File: config.mk
export PLATFORM = sky130hd
export DESIGN_NAME = wb_arbiter2
export DESIGN_NICKNAME = d
export VERILOG_FILES = /design/src/rtl/wb_arbiter2.sv
export SDC_FILE = /design/constraint.sdc
export NUM_CORES = 1
export LEC_CHECK = 0
export CAP_MARGIN = 25
export CELL_PAD_IN_SITES_DETAIL_PLACEMENT = 0
export CELL_PAD_IN_SITES_GLOBAL_PLACEMENT = 1
export CORE_UTILIZATION = 13
export DETAILED_ROUTE_END_ITERATION = 7
export PLACE_DENSITY_LB_ADDON = 0.12
export SYNTH_ARGS = -nofsm -noshare
export SYNTH_HDL_FRONTEND = slang
export SYNTH_SLANG_ARGS = --single-unit
File: constraint.sdc
create_clock -name clk_i -period 1.8 [get_ports clk_i]
set_input_delay 0.27 -clock clk_i [delete_from_list [all_inputs] [get_ports clk_i]]
set_output_delay 0.27 -clock clk_i [all_outputs]
set_load 0.01 [all_outputs]
File: src/rtl/wb_arbiter2.sv
// wb_arbiter2 - two-master, one-slave Wishbone arbiter.
//
// Round-robin arbitration between masters m0 and m1 onto a single slave
// port. The grant is held for the owner's whole cyc burst, and one IDLE
// cycle always separates two grants. A watchdog aborts any cycle whose
// stb has been stalled (no ack) for TIMEOUT consecutive cycles. The abort
// gives the owner a forced ack with zero read data and pulses timeout_err.
//
// The Wishbone bundles are flattened into plain ports with prefixes
// m0_, m1_ and s_.
//
// Ports
//   clk_i, rst_i            clock, synchronous active-high reset
//   m0_* / m1_*             master sides:
//                             cyc, stb, we, sel, adr, wdata are inputs
//                             ack, stall, rdata are outputs
//   s_*                     slave side:
//                             cyc, stb, we, sel, adr, wdata are outputs
//                             ack, stall, rdata are inputs
//   grant                   one-hot owner, [0]=m0, [1]=m1, 00 when idle
//   timeout_err             one-cycle pulse while a cycle is being aborted
module wb_arbiter2 #(
    parameter int unsigned TIMEOUT = 256,
    parameter int unsigned CW      = $clog2(TIMEOUT + 1)
) (
    input  logic        clk_i,
    input  logic        rst_i,

    input  logic        m0_cyc,
    input  logic        m0_stb,
    input  logic        m0_we,
    input  logic [3:0]  m0_sel,
    input  logic [31:0] m0_adr,
    input  logic [31:0] m0_wdata,
    output logic [31:0] m0_rdata,
    output logic        m0_ack,
    output logic        m0_stall,

    input  logic        m1_cyc,
    input  logic        m1_stb,
    input  logic        m1_we,
    input  logic [3:0]  m1_sel,
    input  logic [31:0] m1_adr,
    input  logic [31:0] m1_wdata,
    output logic [31:0] m1_rdata,
    output logic        m1_ack,
    output logic        m1_stall,

    output logic        s_cyc,
    output logic        s_stb,
    output logic        s_we,
    output logic [3:0]  s_sel,
    output logic [31:0] s_adr,
    output logic [31:0] s_wdata,
    input  logic [31:0] s_rdata,
    input  logic        s_ack,
    input  logic        s_stall,

    output logic [1:0]  grant,
    output logic        timeout_err
);

    typedef enum logic [1:0] {
        IDLE,
        GNT0,
        GNT1,
        ABORT
    } state_t;

    localparam logic [CW-1:0] WDOG_MAX = CW'(TIMEOUT - 1);

    state_t        state, state_nx;
    logic          last, last_nx;      // last master granted (0 = m0, 1 = m1)
    logic [CW-1:0] wdog, wdog_nx;

    logic own_cyc;
    logic own_stb;

    always_ff @(posedge clk_i) begin
        if (rst_i) begin
            state <= IDLE;
            last  <= 1'b1;             // m0 wins the first tie after reset
            wdog  <= '0;
        end else begin
            state <= state_nx;
            last  <= last_nx;
            wdog  <= wdog_nx;
        end
    end

    // cyc/stb of whichever master currently owns the bus
    always_comb begin
        own_cyc = 1'b0;
        own_stb = 1'b0;
        if (state == GNT0) begin
            own_cyc = m0_cyc;
            own_stb = m0_stb;
        end else if (state == GNT1) begin
            own_cyc = m1_cyc;
            own_stb = m1_stb;
        end
    end

    // Next-state, round-robin and watchdog
    always_comb begin
        state_nx = state;
        last_nx  = last;
        wdog_nx  = wdog;
        case (state)
            IDLE: begin
                wdog_nx = '0;
                if (m0_cyc && (!m1_cyc || last)) begin
                    state_nx = GNT0;
                    last_nx  = 1'b0;
                end else if (m1_cyc) begin
                    state_nx = GNT1;
                    last_nx  = 1'b1;
                end
            end
            GNT0, GNT1: begin
                // Release beats timeout; ack beats timeout.
                if (!own_cyc) begin
                    state_nx = IDLE;
                    wdog_nx  = '0;
                end else if (s_ack) begin
                    wdog_nx  = '0;
                end else if (own_stb) begin
                    if (wdog == WDOG_MAX) begin
                        state_nx = ABORT;
                        wdog_nx  = '0;
                    end else begin
                        wdog_nx  = wdog + 1'b1;
                    end
                end
            end
            ABORT: begin
                state_nx = IDLE;
                wdog_nx  = '0;
            end
            default: begin
                state_nx = IDLE;
                wdog_nx  = '0;
            end
        endcase
    end

    // Bus routing
    always_comb begin
        s_cyc    = 1'b0;
        s_stb    = 1'b0;
        s_we     = 1'b0;
        s_sel    = '0;
        s_adr    = '0;
        s_wdata  = '0;
        m0_ack   = 1'b0;
        m0_stall = 1'b1;
        m0_rdata = '0;
        m1_ack   = 1'b0;
        m1_stall = 1'b1;
        m1_rdata = '0;
        case (state)
            GNT0: begin
                s_cyc    = m0_cyc;
                s_stb    = m0_stb;
                s_we     = m0_we;
                s_sel    = m0_sel;
                s_adr    = m0_adr;
                s_wdata  = m0_wdata;
                m0_ack   = s_ack;
                m0_stall = s_stall;
                m0_rdata = s_rdata;
            end
            GNT1: begin
                s_cyc    = m1_cyc;
                s_stb    = m1_stb;
                s_we     = m1_we;
                s_sel    = m1_sel;
                s_adr    = m1_adr;
                s_wdata  = m1_wdata;
                m1_ack   = s_ack;
                m1_stall = s_stall;
                m1_rdata = s_rdata;
            end
            ABORT: begin
                // `last` still names the master whose cycle was aborted
                if (last) begin
                    m1_ack   = 1'b1;
                    m1_stall = 1'b0;
                end else begin
                    m0_ack   = 1'b1;
                    m0_stall = 1'b0;
                end
            end
            default: ;
        endcase
    end

    assign grant       = {state == GNT1, state == GNT0};
    assign timeout_err = (state == ABORT);

endmodule

==> results of run 1 <==
==> power groups by stage <==
| stage | registers, mW | clock network [mW] | logic (mW) |
|---|---|---|---|
| 6_report | 0.308 | 0.457 | 5.63 |
| 5_1_grt | 0.311 | 0.486 | 5.96 |
| 4_1_cts | 0.309 | 0.466 | 4.82 |
| 3_5_place_dp | 0.305 | 0 | 4.21 |
| 3_3_place_gp | 0.306 | 0 | 4.23 |
| 2_1_floorplan | 0.307 | 0 | 1.82 |
==> worst max-delay path by stage <==
stage                  start            to  cells after the start
floorplan           state[0]     s_adr[17]                      6
global route        state[0]     s_adr[26]                      9
finish              state[0]     s_adr[21]                      9
detailed placement  state[0]   s_wdata[27]                      6
global placement    state[0]   s_wdata[27]                      6
CTS                 state[1]  m1_rdata[16]                      5
==> flip-flops by register name, summed over array words and instances (netlist names) <==
name / flops
last: 1
wdog: 9
state: 2
==> cells in the mapped netlist (3+ instances only) <==
cell       n  area [um^2]
nand2_1   18        67.56
buf_2      3        15.01
nor3_2     3        30.03
nor3_1     5        25.02
clkbuf_1  22        82.58
a21oi_1    8        40.04
ha_1       5        62.56
nor2_1    70        262.8
inv_1      4        15.01
and3_1     4        25.02
mux2i_1    4        40.04
dfxtp_1   12        240.2
nand3_1    8        40.04
buf_1      7        26.28
o211ai_1   4        30.03
and2_1    66        412.9
a22oi_1   69        518.0
==> metrics by stage <==
| step | setup WS [ns] | total power [mW] | TNS [ns] |
|---|---|---|---|
| after floorplan | -0.004155 | 2.125 | -0.1998 |
| after global placement | -0.1808 | 4.537 | -13.45 |
| after detailed placement | -0.1935 | 4.513 | -14.02 |
| after CTS | -0.2428 | 5.594 | -7.692 |
| after global routing | -0.2693 | 6.761 | -12.65 |
| final | -0.2184 | 6.391 | -6.639 |
==> metal layers <==
layer  GRT usage, %  part of all wire, %  vias to the layer above
li1               -                    -                     1997
met1          20.16                   39                     1923
met2          33.56                   52                      182
met3          3.515                  6.7                       20
met4          2.778                  1.7                        2
met5              0                0.072                        -
==> placed cells by master (no fill, tap or decap), types with 3 or more instances in the layout <==
cell type,netlist,routed
dlymetal6s2s_1,0,6
nand2_1,18,17
a22oi_1,69,6
dfxtp_1,12,10
nand3_1,8,6
mux2i_1,4,4
nor3_2,3,3
nor2_2,0,4
clkdlybuf4s50_1,0,177
a21oi_1,8,6
buf_6,1,28
ha_4,0,4
dlygate4sd2_1,0,13
buf_2,3,65
and3_1,4,4
nor2_1,70,66
buf_4,1,44
o211ai_1,4,4
buf_8,0,6
buf_16,0,3
buf_12,0,12
clkbuf_16,0,9
and2_1,66,61
a22oi_2,0,63
clkbuf_2,0,45
and2_4,0,5
nor3_1,5,5
==> area by class of cell <==
class,count,area (um^2),share of cell area (%)
clock buffers,4,88.84,1.316
multi-input cells,294,2302,34.11
flip-flops and latches,12,242.7,3.597
inverters,5,23.77,0.3522
well taps,220,275.3,4.079
repair buffers,410,3816,56.54
==> logic make-up (layout without fill, tap and decap cells) <==
kind of cell,count (synthesis),after routing
AO/OA/AOI/OAI,97,97
flip-flops,12,12
buffers and inverters,39,419
multiplexers,4,4
AND/OR/NAND/NOR,187,187
XOR/XNOR,1,1
adder cells (fa/ha/maj),5,5
==> repair_timing <==
action	4_1_cts	5_1_grt
resized for setup	410	202
setup endpoints to repair	152	152
pin swaps	12	26
gates cloned	7	7
setup buffers	15	34
==> flow_metrics.tcl, run 1 <==
set metrics [dict create \
    die-area_um2 17890 \
    row_count 47 \
    crit_chain "buf_6 -> ha_4 -> buf_6 -> buf_12 -> buf_8 -> buf_6 -> a22oi_2 -> nor2_1 -> buf_2" \
    max-clock-path-buffers 2 \
    grt_max_degree 33 \
    grt_pass1_vias 3879 \
    crit_path_end_kind "output pin" \
    cts_buffers 3 \
    drc 0 \
    pwr-share-clk_pct 7.1 \
    reg2reg_depth 10 \
    worstMarginPinSlew_ns 0.3699 \
    r2r-start "state[0]" \
    h-tree-depth 1 \
    synth-simple-area-share_pct 43.57 \
    cp_common_cell "buf_6" \
    p_comb_share_pct 88.0 \
    path_delay_family "buffers and inverters" \
    synthMuxAreaShare_pct 1.774 \
    p_int_mw 3.631 \
    whs_ns 0.4898 \
    slowest_delay_ns 0.32 \
    finalInstanceArea_um2 6749 \
    outcome "finished, violations left" \
    synthXorXnorAreaFrac_pct 0.3880 \
    placedCellCount 881 \
    p_leak_nw 3.024 \
    gp_congestion 0.8597 \
    ys.flop_type "dfxtp_1" \
    min_path_cells 1 \
    initial_core_util_pct 13.47 \
    setup_viol 82 \
    ys_seq_area_share_pct 10.64 \
    hold_viol_final 0 \
    die_y_um 133.8 \
    synth_nets 528 \
    clock.fmax_mhz 495.4 \
    switching_share_pct 43.18 \
    hold_start "wdog[8]" \
    cp.buffers_inverters 6 \
    fill_cells 1715 \
    first_iter_violations 114 \
    rsz0062_at_grt "yes" \
    clock_sinks 12 \
    wirelength_mm 17.94 \
    period_share_pct 112.1 \
    cp.arrival_ns 1.75 \
    synth_seq_cells 12 \
    hold_path_end "wdog[8]" \
    antennaDiodeCount 0 \
    synth-edff-count 0 \
    cap_violations 0 \
    r2r_end "wdog[2]" \
    vdd_drop_max_mv 0.4296 \
    slew_headroom_pct 75.34 \
    clkTransAtPathRegs_ns 0.05 \
    final_cells 945 \
    violations "setup timing" \
    synth-compound-area-share_pct 33.70 \
    setup_slack_ns -0.2184 \
    fin_util_pct 40.27 \
    layout-drive-gt1-share_pct 43.59 \
    grtUsageTotal_pct 17.56 \
    hp-class "reg -> reg" \
    antenna_left 0 \
    synthCells 345 \
    die_w_um 133.8 \
    place_area_um2 5941 \
    cp.required_ns 1.53 \
    ys_types 45 \
    sequentialPowerShare_pct 4.8 \
    synth_top_family_by_area "simple AND/OR/NAND/NOR gates" \
    fp.coreArea_um2 16760 \
    cts_tree "yes" \
    cts.hold.buffers_added 0 \
    dp.final_hpwl_mm 12.88 \
    rrSetupSlack_ns -0.17 \
    synth_area_per_cell_um2 6.543 \
    netlist_area_um2 2257 \
    maxSlewViolCount 0 \
    io_pins 320 \
    path_class "reg -> out" \
    grt_pass1_wl_mm 24.05 \
    cp_slowest_cell "dfxtp_2" \
    critPathLaunchType "flip-flop" \
    syn_to_final_growth_pct 199.0 \
    yosysWarnings 0 \
    ys_async_sr_fraction_pct 0 \
    antenna_found_initial 1 \
    clk_latency_ns 0.24 \
    vias 4124 \
    p_switching_mw 2.760 \
    numPortBuffers 319 \
    nets 909 \
    grt_overflow 0 \
    wl_per_cell_um 18.99 \
    min_period_ns 2.018 \
    cts_root_buffer "clkbuf_16" \
    synthAdderAreaFrac_pct 2.772 \
    routed_via_density 4.364 \
    powerDensity_nw_per_um2 947.0 \
    firstDrtPassIters 4 \
    skew_ns 0.004799 \
    cp_max_fo 8 \
]
No activity file was read; power rests on OpenSTA's default activity.
==> run 2, diff against run 1 <==
Settings changed: SETUP_SLACK_MARGIN set to 0.4.
==> run 2 against run 1 <==
  * The run still ends with setup timing left
  * Critical path depth up 1
  * Clock skew decreased by 0.0019 ns
  * Via count grew 1.7%
  * Global-route usage up 1.4 points
  * Register-to-register slack about the same
  * Non-clock buffer count is 12 higher
  * Fmax up 2.0%
  * Clock-buffer cell count unchanged
  * Critical path type is now reg -> reg
==> flow_metrics.tcl, run 2 (synthesis gave the netlist of run 1 again) <==
set metrics [dict create \
    outcome "finished, violations left" \
    violations "setup timing" \
    clock_sinks 12 \
    die-area_um2 17890 \
    crit_path_end_kind "flip-flop" \
    critPathLaunchType "flip-flop" \
    worstMarginPinSlew_ns 0.5161 \
    grt_max_degree 29 \
    syn_to_final_growth_pct 241.1 \
    top_register "wdog" \
    dp.final_hpwl_mm 13.02 \
    die_y_um 133.8 \
    cts_tree "yes" \
    path_class "reg -> reg" \
    hold_path_end "wdog[8]" \
    cp.required_ns 1.98 \
    whs_ns 0.4554 \
    period_share_pct 109.9 \
    powerDensity_nw_per_um2 996.9 \
    finalPower_mw 7.675 \
    cap_violations 0 \
    antenna_left 0 \
    final_cell_mix "177 x clkdlybuf4s50_1, 83 x buf_2, 73 x buf_6" \
    grt_pass1_wl_mm 25.83 \
    setup_slack_ns -0.1790 \
    grt_pass1_vias 3931 \
    wl_per_cell_um 19.61 \
    hold_start "wdog[8]" \
    crit_start "state[1]" \
    place_area_um2 6481 \
    multiInputGateArea_um2 2651 \
    die_w_um 133.8 \
    pwr-share-clk_pct 6.2 \
    min_period_ns 1.979 \
    wirelength_mm 18.77 \
    cts_buffers 3 \
    final_common_cell "clkdlybuf4s50_1" \
    row_count 47 \
    setup_viol 128 \
    grtUsageTotal_pct 18.93 \
    firstDrtPassIters 4 \
    gp_congestion 0.8092 \
    first_iter_violations 153 \
    maxSlewViolCount 0 \
    p_switching_mw 3.316 \
    slew_headroom_pct 65.52 \
    p_int_mw 4.359 \
    layout-drive-gt1-share_pct 56.58 \
    h-tree-depth 1 \
    sequentialPowerShare_pct 4.2 \
    cts.hold.buffers_added 0 \
    antennaDiodeCount 0 \
    numPortBuffers 319 \
    vias 4196 \
    initial_core_util_pct 13.47 \
    max-clock-path-buffers 2 \
    p_comb_share_pct 89.7 \
    clk_latency_ns 0.25 \
    largest_reg_flops 9 \
    vdd_drop_max_mv 0.9352 \
    reg2reg_depth 10 \
    p_leak_nw 3.159 \
    min_path_cells 1 \
    hold_viol_final 0 \
    drc 0 \
    r2r_end "wdog[2]" \
    switching_share_pct 43.21 \
    fill_cells 1609 \
    io_pins 320 \
    skew_ns 0.002879 \
    fp.coreArea_um2 16760 \
    finalInstanceArea_um2 7699 \
    antenna_found_initial 0 \
    nets 921 \
    cp_max_fo 5 \
    r2r-start "state[1]" \
    rrSetupSlack_ns -0.18 \
    routed_via_density 4.385 \
    rsz0062_at_grt "yes" \
    cp.arrival_ns 2.15 \
    cts_root_buffer "clkbuf_16" \
    reg_top3 "wdog: 9 flops, state: 2 flops, last: 1 flops" \
    regArea_um2 247.7 \
    hp-class "reg -> reg" \
    grt_overflow 0 \
    final.setup.tns_ns -8.907 \
    clkTransAtPathRegs_ns 0.05 \
    clock.fmax_mhz 505.3 \
]
## run 2: how the worst max path moves through the flow
| stage | to | slack [ns] | depth (start not counted) |
|---|---|---|---|
| 2_1_floorplan | wdog[2] | 0.22 | 7 |
| 3_3_place_gp | s_wdata[7] | -0.16 | 6 |
| 3_5_place_dp | s_adr[21] | -0.16 | 6 |
| 4_1_cts | wdog[4] | -0.19 | 10 |
| 5_1_grt | wdog[2] | -0.25 | 10 |
| 6_report | wdog[2] | -0.18 | 10 |
## run 2: metal layers
layer | part of all wire [%] | track usage, % | vias up | wire [um]
met5 | 0 | 0 | - | 0
met4 | 1.4 | 4.167 | 0 | 259
met3 | 5.8 | 3.250 | 17 | 1083
met2 | 53 | 35.66 | 157 | 9927
met1 | 40 | 22.04 | 1978 | 7497
li1 | - | - | 2044 | -
## run 2: timing repair
item / CTS / global route
pin swaps: 44 / 52
resized for setup: 647 / 89
setup buffers: 26 / 22
gates cloned: 14 / 8
setup endpoints to repair: 153 / 153
## run 2: worst max-delay path: stages (launching register included)
cell,delay (ns)
dfxtp_4,0.35
inv_4,0.05
ha_4,0.17
buf_6,0.12
buf_12,0.12
buf_16,0.13
nand3b_4,0.17
a2111oi_4,0.43
buf_4,0.17
o211ai_1,0.08
nor3_2,0.11
## run 2: metrics by stage
stage                     worst slack (ns)  std cells  util, %
after CTS                          -0.1895        927    41.83
final                              -0.1790        957    45.94
after global routing               -0.2522        957    45.94
after global placement             -0.1567        883    38.67
after detailed placement           -0.1631        883    38.67
after floorplan                     0.2183        345        -
## run 2: layout make-up
type | count | share of cell area (%)
inverters | 5 | 0.3413
well taps | 220 | 3.575
multi-input cells | 294 | 34.44
repair buffers | 422 | 57.27
flip-flops and latches | 12 | 3.218
clock buffers | 4 | 1.154
## run 2: power by group through the flow
stage / Clock [mW] / Sequential (mW) / Combinational [mW]
after CTS: 0.477 / 0.321 / 6.07
after global routing: 0.496 / 0.323 / 7.25
after detailed placement: 0 / 0.335 / 4.99
after global placement: 0 / 0.333 / 5.00
after floorplan: 0 / 0.330 / 3.03
final: 0.472 / 0.320 / 6.88
